--- src/rtl/arf104b256e1r1w0cbbehcaa4acw_bcam_mbist_matchchk.sv ---
// CAM MBIST match checker: aligns BIST compare requests to match-line latency, compares and compacts results.
// Compare/read-data paths are combinational in the aligned cycle; status updates one edge later; no backpressure.
module arf104b256e1r1w0cbbehcaa4acw_bcam_mbist_matchchk #(
  parameter int RF_ENTRIES = 128,
  parameter int RF_DWIDTH  = 72,
  parameter int RF_AWIDTH  = 7,
  parameter int RD_PORTS   = 1,
  parameter int CM_PORTS   = 2,
  parameter int ADDR_LAT   = 2,
  parameter int FCNT_W     = 8,
  localparam int PORT_W    = (CM_PORTS > 1) ? $clog2(CM_PORTS) : 1
) (
  input  logic                                   bist_clk,
  input  logic                                   bist_rst,
  input  logic                                   BIST_CM_MODE_RF_IN,
  input  logic [CM_PORTS-1:0]                    BIST_CM_CMP_EN_RF_IN,
  input  logic [CM_PORTS-1:0][1:0]               BIST_CM_MATCH_SEL_RF_IN,
  input  logic [CM_PORTS-1:0][RF_AWIDTH-1:0]     BIST_RD_ADDR_RF_IN,
  input  logic                                   BIST_CLR_STATUS_RF_IN,
  input  logic [CM_PORTS-1:0][RF_ENTRIES-1:0]    CM_MATCH_DATA,
  input  logic [RD_PORTS-1:0][RF_DWIDTH-1:0]     RD_DATA_RF_IN,
  output logic [RD_PORTS-1:0][RF_DWIDTH-1:0]     RD_DATA_RF_OUT,
  output logic [CM_PORTS-1:0][RF_ENTRIES-1:0]    CM_MATCH_REF_DATA,
  output logic [CM_PORTS-1:0]                    CM_FAIL_STICKY,
  output logic [FCNT_W-1:0]                      CM_FAIL_CNT,
  output logic                                   CM_FIRST_FAIL_VLD,
  output logic [PORT_W-1:0]                      CM_FIRST_FAIL_PORT,
  output logic [RF_AWIDTH-1:0]                   CM_FIRST_FAIL_ADDR,
  output logic [RF_AWIDTH-1:0]                   CM_FIRST_FAIL_ENTRY
);

  localparam int SUM_W = FCNT_W + $clog2(CM_PORTS + 1);

  logic [ADDR_LAT-1:0][CM_PORTS-1:0]                en_pipe_d, en_pipe_q;
  logic [ADDR_LAT-1:0][CM_PORTS-1:0][1:0]           sel_pipe_d, sel_pipe_q;
  logic [ADDR_LAT-1:0][CM_PORTS-1:0][RF_AWIDTH-1:0] addr_pipe_d, addr_pipe_q;

  logic [CM_PORTS-1:0]                 en_a;
  logic [CM_PORTS-1:0][1:0]            sel_a;
  logic [CM_PORTS-1:0][RF_AWIDTH-1:0]  addr_a;

  logic [CM_PORTS-1:0][RF_ENTRIES-1:0] one_hot;
  logic [CM_PORTS-1:0][RF_ENTRIES-1:0] ref_vec;
  logic [CM_PORTS-1:0][RF_ENTRIES-1:0] cmp_vec;
  logic [CM_PORTS-1:0][RF_DWIDTH-1:0]  compact;
  logic [CM_PORTS-1:0]                 fail;

  logic [PORT_W-1:0]    ff_port_sel;
  logic [RF_AWIDTH-1:0] ff_addr_sel;
  logic [RF_AWIDTH-1:0] ff_entry_sel;

  logic [CM_PORTS-1:0]  sticky_d, sticky_q;
  logic [FCNT_W-1:0]    cnt_d, cnt_q;
  logic [SUM_W-1:0]     cnt_sum;

  typedef enum logic {ST_IDLE = 1'b0, ST_CAPT = 1'b1} cap_state_e;
  cap_state_e           state_q;
  logic [PORT_W-1:0]    ff_port_q;
  logic [RF_AWIDTH-1:0] ff_addr_q;
  logic [RF_AWIDTH-1:0] ff_entry_q;

  // Request alignment: stage 0 takes the live request, last stage lines up with match data.
  always_comb begin
    en_pipe_d      = en_pipe_q;
    sel_pipe_d     = sel_pipe_q;
    addr_pipe_d    = addr_pipe_q;
    en_pipe_d[0]   = BIST_CM_CMP_EN_RF_IN;
    sel_pipe_d[0]  = BIST_CM_MATCH_SEL_RF_IN;
    addr_pipe_d[0] = BIST_RD_ADDR_RF_IN;
    for (int s = 1; s < ADDR_LAT; s++) begin
      en_pipe_d[s]   = en_pipe_q[s-1];
      sel_pipe_d[s]  = sel_pipe_q[s-1];
      addr_pipe_d[s] = addr_pipe_q[s-1];
    end
  end

  always_ff @(posedge bist_clk) begin
    if (bist_rst) begin
      en_pipe_q   <= '0;
      sel_pipe_q  <= '0;
      addr_pipe_q <= '0;
    end else begin
      en_pipe_q   <= en_pipe_d;
      sel_pipe_q  <= sel_pipe_d;
      addr_pipe_q <= addr_pipe_d;
    end
  end

  assign en_a   = en_pipe_q[ADDR_LAT-1];
  assign sel_a  = sel_pipe_q[ADDR_LAT-1];
  assign addr_a = addr_pipe_q[ADDR_LAT-1];

  // Out-of-range addresses produce an empty one-hot, so SEL=10 degenerates to all-ones.
  always_comb begin
    one_hot = '0;
    ref_vec = '0;
    cmp_vec = '0;
    fail    = '0;
    for (int p = 0; p < CM_PORTS; p++) begin
      for (int i = 0; i < RF_ENTRIES; i++) begin
        one_hot[p][i] = (32'(addr_a[p]) == 32'(i));
      end
      case (sel_a[p])
        2'b00:   ref_vec[p] = '1;
        2'b01:   ref_vec[p] = one_hot[p];
        2'b10:   ref_vec[p] = ~one_hot[p];
        default: ref_vec[p] = '0;
      endcase
      cmp_vec[p] = ref_vec[p] ^ CM_MATCH_DATA[p];
      fail[p]    = en_a[p] & (|cmp_vec[p]);
    end
  end

  assign CM_MATCH_REF_DATA = ref_vec;

  generate
    if (RF_DWIDTH <= RF_ENTRIES) begin : g_fold
      always_comb begin
        compact = '0;
        for (int p = 0; p < CM_PORTS; p++) begin
          for (int i = 0; i < RF_ENTRIES; i++) begin
            compact[p][i % RF_DWIDTH] = compact[p][i % RF_DWIDTH] | cmp_vec[p][i];
          end
        end
      end
    end else begin : g_pad
      always_comb begin
        compact = '0;
        for (int p = 0; p < CM_PORTS; p++) begin
          compact[p][RF_DWIDTH-1 -: RF_ENTRIES] = cmp_vec[p];
        end
      end
    end
  endgenerate

  // Read ports beyond the compare-port count mirror port 0's compare result.
  for (genvar r = 0; r < RD_PORTS; r++) begin : g_rd
    localparam int SRC = (r < CM_PORTS) ? r : 0;
    assign RD_DATA_RF_OUT[r] = BIST_CM_MODE_RF_IN ? compact[SRC] : RD_DATA_RF_IN[r];
  end

  // Descending scans leave the lowest failing port and its lowest mismatching entry.
  always_comb begin
    ff_port_sel  = '0;
    ff_addr_sel  = '0;
    ff_entry_sel = '0;
    for (int p = CM_PORTS - 1; p >= 0; p--) begin
      if (fail[p]) begin
        ff_port_sel = PORT_W'(p);
        ff_addr_sel = addr_a[p];
        for (int i = RF_ENTRIES - 1; i >= 0; i--) begin
          if (cmp_vec[p][i]) ff_entry_sel = RF_AWIDTH'(i);
        end
      end
    end
  end

  always_comb begin
    cnt_sum = SUM_W'(cnt_q);
    for (int p = 0; p < CM_PORTS; p++) begin
      cnt_sum = cnt_sum + SUM_W'(fail[p]);
    end
    sticky_d = sticky_q | fail;
    if (|cnt_sum[SUM_W-1:FCNT_W]) cnt_d = '1;
    else                          cnt_d = cnt_sum[FCNT_W-1:0];
    if (BIST_CLR_STATUS_RF_IN) begin
      sticky_d = '0;
      cnt_d    = '0;
    end
  end

  always_ff @(posedge bist_clk) begin
    if (bist_rst) begin
      sticky_q <= '0;
      cnt_q    <= '0;
    end else begin
      sticky_q <= sticky_d;
      cnt_q    <= cnt_d;
    end
  end

  always_ff @(posedge bist_clk) begin
    if (bist_rst || BIST_CLR_STATUS_RF_IN) begin
      state_q    <= ST_IDLE;
      ff_port_q  <= '0;
      ff_addr_q  <= '0;
      ff_entry_q <= '0;
    end else begin
      case (state_q)
        ST_IDLE: begin
          if (|fail) begin
            state_q    <= ST_CAPT;
            ff_port_q  <= ff_port_sel;
            ff_addr_q  <= ff_addr_sel;
            ff_entry_q <= ff_entry_sel;
          end
        end
        ST_CAPT: state_q <= ST_CAPT;
      endcase
    end
  end

  assign CM_FAIL_STICKY      = sticky_q;
  assign CM_FAIL_CNT         = cnt_q;
  assign CM_FIRST_FAIL_VLD   = (state_q == ST_CAPT);
  assign CM_FIRST_FAIL_PORT  = ff_port_q;
  assign CM_FIRST_FAIL_ADDR  = ff_addr_q;
  assign CM_FIRST_FAIL_ENTRY = ff_entry_q;

endmodule

--- config.mk ---
export PLATFORM = sky130hd
export DESIGN_NAME = arf104b256e1r1w0cbbehcaa4acw_bcam_mbist_matchchk
export DESIGN_NICKNAME = d
export VERILOG_FILES = /design/src/rtl/arf104b256e1r1w0cbbehcaa4acw_bcam_mbist_matchchk.sv
export SDC_FILE = /design/constraint.sdc
export NUM_CORES = 1
export LEC_CHECK = 0
export CAP_MARGIN = 20
export CELL_PAD_IN_SITES_DETAIL_PLACEMENT = 1
export CELL_PAD_IN_SITES_GLOBAL_PLACEMENT = 2
export CORE_MARGIN = 1.5
export CORE_UTILIZATION = 25
export DETAILED_ROUTE_END_ITERATION = 10
export MAX_ROUTING_LAYER = met4
export PLACE_DENSITY_LB_ADDON = 0.1
export SLEW_MARGIN = 5
export SYNTH_ARGS = -nofsm -noshare
export SYNTH_HDL_FRONTEND = slang
export SYNTH_SLANG_ARGS = --single-unit
export TNS_END_PERCENT = 10
--- constraint.sdc ---
create_clock -name bist_clk -period 5.35 [get_ports bist_clk]
set_clock_uncertainty 0.05 [all_clocks]
set_input_delay 1.07 -clock bist_clk [delete_from_list [all_inputs] [get_ports bist_clk]]
set_output_delay 1.07 -clock bist_clk [all_outputs]
set_load 0.005 [all_outputs]
# Word level (Yosys, flattened, before mapping)
# Cells that the tools add are included.
[op_classes]
n_addsub = 2
n_eq_ne = 258
muxes = 268
n_bitwise = 64
n_reduce_logical = 11
[op_table]
columns = ["op", "n"]
rows = [
  ["$mux 7", 260],
  ["$eq 7x7->1 const B", 128],
  ["$pmux 128 s3", 2],
  ["$eq 7x6->1 const B", 64],
  ["$not 128->128", 2],
  ["$reduce_or 128->1", 2],
  ["$xor 128x128->128", 2],
  ["$eq 7x5->1 const B", 32],
  ["$eq 7x4->1 const B", 16],
  ["$mux 72", 1],
  ["$eq 7x3->1 const B", 8],
  ["$or 1x1->1", 56],
  ["$eq 7x2->1 const B", 4],
  ["$eq 7x1->1 const B", 2],
  ["$logic_not 7->1", 2],
  ["$add 9x1->10", 1],
  ["$add 8x1->9", 1],
  ["$mux 8", 1],
  ["$reduce_or 2->1", 3],
  ["$eq 2x1->1 const B", 2],
  ["$eq 2x2->1 const B", 2],
  ["$logic_not 2->1", 2],
  ["$mux 1", 3],
  ["$and 1x1->1", 2],
  ["5 further kinds", 5],
]
[totals]
reg_bits = 66
out_inout_bits = 354

# Depth between registers and ports, before layout
# Gate-level depths: netlist (run 1).
[logic_depth]
depth_word = 262
mapped_depth = 21
mapped_depth_nobuf = 13

# Worst setup path after synthesis (run 1)
# OpenSTA, ideal clock, no wires.
[synth_path]
path_type = "input to register"
start = "in CM_MATCH_DATA[125] (netlist bit)"
end = "reg cnt_q[4], in the netlist CM_FAIL_CNT[4]"
setup_time_ps = 132
arrival_time_ps = 4418
required_ps = 5168
path_slack_ps = 750
path_stages = 14
path_buffers = 2
cell_sequence = "or4_1 > and3_1 > nor4_1 > nand4_1 > or4_4 > o41ai_4 > buf_2 > buf_2 > fa_1 > inv_1 > ha_1 > nand3_1 > xor2_1 > a21oi_1"
[synth_between]
elab_chain_len = 7
[synth_lines]
columns = ["item", "line", "text"]
rows = [
  ["from (decl)", "20", "input logic [CM_PORTS-1:0][RF_ENTRIES-1:0] CM_MATCH_DATA,"],
  ["$xor 128x128->128 *", "109", "cmp_vec[p] = ref_vec[p] ^ CM_MATCH_DATA[p];"],
  ["$reduce_or 128->1 *", "110", "fail[p] = en_a[p] & (|cmp_vec[p]);"],
  ["$and 1x1->1 *", "110", ""],
  ["$add 8x1->9 *", "161", "cnt_sum = cnt_sum + SUM_W'(fail[p]);"],
  ["$add 9x1->10 *", "161", ""],
  ["$reduce_or 2->1", "164", "if (|cnt_sum[SUM_W-1:FCNT_W]) cnt_d = '1;"],
  ["$mux 8 *", "164", ""],
  ["to (signal assigned)", "178", "cnt_q <= cnt_d;"],
  ["to (decl)", "53", "logic [FCNT_W-1:0] cnt_d, cnt_q;"],
]
# Mark *: on every way between the ends. The rest lies on a longest branch, timed or not.
# A chain may end at the register's enable or synchronous reset.

# Worst setup path in the final report (run 1)
[layout_path]
start = "reg addr_pipe_q, in the netlist addr_a[1]"
end = "reg cnt_q[2], in the netlist CM_FAIL_CNT[2]"
[layout_between]
elab_chain_len = 10
[layout_lines]
columns = ["item", "line", "text"]
rows = [
  ["from (decl)", "36", "logic [ADDR_LAT-1:0][CM_PORTS-1:0][RF_AWIDTH-1:0] addr_pipe_d, addr_pipe_q;"],
  ["from (signal assigned)", "85", "addr_pipe_q <= addr_pipe_d;"],
  ["$eq 7x1->1 (tied with other cells)", "101", "one_hot[p][i] = (32'(addr_a[p]) == 32'(i));"],
  ["$not 128->128", "106", "2'b10: ref_vec[p] = ~one_hot[p];"],
  ["$pmux 128 s3 *", "103", "case (sel_a[p])"],
  ["$xor 128x128->128 *", "109", ""],
  ["$reduce_or 128->1 *", "110", ""],
  ["$and 1x1->1 *", "110", ""],
  ["$add 8x1->9 *", "161", ""],
  ["$add 9x1->10 *", "161", ""],
  ["$reduce_or 2->1", "164", ""],
  ["$mux 8 *", "164", ""],
]
# Marks and branches as above.

==> results of run 1 <==
power breakdown:
part,switching [mW],internal [mW],leakage (nW)
clock network,0.245,0.412,0.160
registers,0.0352,0.509,0.544
logic,1.22,0.928,10.1
total,1.50,1.85,10.8
layout make-up:
class,instances,share of cell area
Antenna cell,16,0.00125
Clock buffer,9,0.00704
Clock inverter,7,0.00313
Inverter,27,0.00340
Multi-Input combinational cell,3110,0.603
Sequential cell,66,0.0417
Tap cell,1165,0.0455
Timing Repair Buffer,992,0.295
cell families (layout without fill, tap and decap cells):
logic type | count (synthesis) | after routing | share of synthesized area
AND/OR/NAND/NOR | 1884 | 1884 | 0.510
AO/OA/AOI/OAI | 1204 | 1204 | 0.340
buffers and inverters | 460 | 1035 | 0.0810
flip-flops | 66 | 66 | 0.0595
XOR/XNOR | 19 | 19 | 0.00749
adder cells (fa/ha/maj) | 2 | 2 | 0.00146
multiplexers | 1 | 1 | 0.000507
other | 0 | 16 | 0
registers in the layout (all words and copies together), names as in the netlist:
name                 flops
CM_FAIL_STICKY           2
addr_pipe_d             14
CM_FIRST_FAIL_ADDR       7
CM_FAIL_CNT              8
CM_FIRST_FAIL_VLD        1
addr_a                  14
sel_pipe_d               4
CM_FIRST_FAIL_PORT       1
en_pipe_d                2
sel_a                    4
en_a                     2
CM_FIRST_FAIL_ENTRY      7
critical path, stage by stage (launching register included):
cell,delay (ps)
dfxtp_1,540
buf_4,330
nor4b_4,840
buf_4,300
nand4_1,90
and3_1,350
nor4b_1,650
buf_4,220
nand4_1,150
nand4b_1,310
o41ai_4,240
buf_4,190
fa_1,210
inv_1,50
ha_1,220
nand4_1,260
a21oi_1,120
timing repair:
item                       in CTS  in global routing
hold buffers                    0                  0
resized for setup               0                  2
setup endpoints to repair      12                 12
cloned                          0                  0
buffers inserted                2                  0
pin swaps                       1                  0
metal layers:
layer / track usage / part of all wire / wire length, um
met1: 0.423 / 0.41 / 66900
met2: 0.599 / 0.49 / 80200
met3: 0.0436 / 0.059 / 9580
met4: 0.132 / 0.041 / 6640
met5: - / 0 / 0
stage by stage:
step | utilization | setup TNS [ps]
2_1_floorplan | - | 0
3_3_place_gp | 0.358 | -1770
3_5_place_dp | 0.358 | -1070
4_1_cts | 0.362 | 0
5_1_grt | 0.363 | -135
6_report | 0.363 | 0
Yosys cell counts (all sizes together) (12+ instances only):
master     n  area, sq um
nand4bb   13          146
and4      15          131
buf      105          468
nor2     260          976
nand2b   257         1610
nor3      34          170
nor4      33          270
nand4    185         1160
clkbuf   328         1230
o211ai    42          315
o31ai     12         90.1
a2111oi   23          209
o22ai    188         1180
nand3    123          616
a22oi     67          503
nor2b    435         2720
nor4b     14          160
or4      150         1130
xor2      13          114
and2      33          206
a31oi    280         1750
and3      67          419
nand2    122          458
nand4b    12          111
a211oi    75          563
a21oi    369         1850
or2       48          300
dfxtp     66         1320
o311ai    12          105
or3       12         75.1
o21ai     66          330
inv       26         97.6
worst max-delay path by stage:
stage / from / to / slack, ps
finish: addr_a[1]$_SDFF_PP0_ / CM_FAIL_CNT[2]$_SDFF_PP0_ / 50
floorplan: CM_MATCH_DATA[125] / CM_FAIL_CNT[4]$_SDFF_PP0_ / 750
global route: addr_a[1]$_SDFF_PP0_ / CM_FAIL_CNT[2]$_SDFF_PP0_ / -40
CTS: addr_a[1]$_SDFF_PP0_ / CM_FAIL_CNT[2]$_SDFF_PP0_ / 40
detailed placement: addr_a[1]$_SDFF_PP0_ / CM_FAIL_CNT[2]$_SDFF_PP0_ / -140
global placement: addr_a[1]$_SDFF_PP0_ / CM_FAIL_CNT[2]$_SDFF_PP0_ / -190
cell usage in the layout (no fill, tap or decap), types with 14 or more instances in the layout:
cell type	netlist	routed
and4_1	15	14
inv_1	25	22
and2_1	33	33
o21ai_0	65	65
dfxtp_1	66	62
diode_2	0	16
a211oi_1	75	75
a2111oi_0	21	19
or2_2	48	48
nor3_1	34	32
and3_1	67	65
nor2b_1	435	435
nand2b_1	257	257
o22ai_1	188	188
o211ai_1	42	42
buf_4	2	268
a22oi_1	67	67
nor4_1	27	26
clkdlybuf4s50_1	0	703
buf_12	0	19
nor2_1	260	260
nand4_1	185	185
a31oi_1	280	280
nand3_1	123	123
or4_1	148	148
nand2_1	122	122
a21oi_1	369	369
==> impl_metrics.toml, run 1 <==
[clocking]
cts-root-buf = "clkbuf_16"
cts_buffer_depth = 2
cts_tree = "done"
clk_pin_slew_worst_paths_ps = 60
clkSinkCount = 66
clk_latency_ps = 340
cts_made_buffers = 9
htreeDepth = 3

[cells_and_area]
syn_to_final_growth_pct = 44.1
nFillCells = 11000
multi_input_area_sq_mm = 0.0193
instances_no_fill = 5392
fin_area_sq_mm = 0.0320
seqCellArea_sq_mm = 0.00134
final_nets = 4560
drive_gt1_frac = 0.100

[global_routing]
grt_overflow = 0
grt_use_total = 0.352
grt_pass1_wl_mm = 228
antenna_found_initial = 19
grt_pass1_vias = 30600
grt_max_degree = 137

[critical_path]
r2r_end = "CM_FAIL_CNT[2]$_SDFF_PP0_"
rrSetupSlack_ps = 50
r2r-start = "addr_a[1]$_SDFF_PP0_"
path_max_fanout = 23
crit_required_ps = 5510
worst-r2r-cell-count = 16
worstSetupStartpointType = "flop"
critPathKind = "flop to flop"
crit_arrival_ps = 5460
worstSetupEndpointType = "flop"

[yosys]
synth_area_per_cell_sq_um = 6.11
synth_ff_type = "dfxtp_1"
synth_edf_count = 0
yosysWarnings = 0
ys_ff_latch = 66
synthCells = 3636
synthArstFlopShare = 0
syn-cell-area_sq_mm = 0.0222
yosysUniqueCellTypes = 87
synthesis.nets = 3990
yosysSeqAreaShare = 0.0595

[sta]
min_period_ps = 5300
finalMaxSlewViolations = 0
finalCritPeriodShare = 0.990
setup_viol = 0
setup_ws_ps = 52.5
final-hold-violation-count = 0
worst_slew_pin_slew_ps = 1080
worst_hold_slack_ps = 386
slew_headroom = 0.277
rsz0062_at_grt = "true"
max_freq_ghz = 0.189

[placement]
dp.cells = 5358
dp_slack_ps = -140
dpl-instance-area_sq_mm = 0.0316
port_buffers = 705
post-dp-hpwl_mm = 128
gp_congestion = 1.01

[die]
die_h_um = 301
die_w_um = 301
core_area_sq_mm = 0.0882
io_pins = 706
start_util = 0.252
fp-row-count = 109
dieArea_sq_mm = 0.0907

[job]
maxCapViolations = 0

[drt]
vias_per_cell = 6.03
antenna_left = 0
wire_per_inst_um = 30.3
detail_route.first_pass.iterations = 5
drt_iter0_markers = 2904
drt_wl_total_mm = 163
drc = 0
dr_total_vias = 32500

[hold_path]
min_path_type = "flop to flop"
worstHoldStart = "sel_pipe_d[4]$_SDFF_PP0_"
holdPathStages = 1
hold_path_end = "sel_a[0]$_SDFF_PP0_"

[power]
vdd_drop_max_mv = 0.132
totalPowerFinal_mw = 3.35
p_per_area_mw_per_mm2 = 105
p_leak_nw = 10.8

[outcome]
status = "finished clean"
No activity file was read; power rests on OpenSTA's default activity.
==> run 2, diff against run 1 <==
Settings changed: CTS_BUF_LIST set to sky130_fd_sc_hd__clkbuf_4 sky130_fd_sc_hd__clkbuf_8 sky130_fd_sc_hd__clkbuf_16, HOLD_SLACK_MARGIN set to 0.12.
==> results of run 2 <==
Final layout, timing and power as in run 1 (identical DEF).
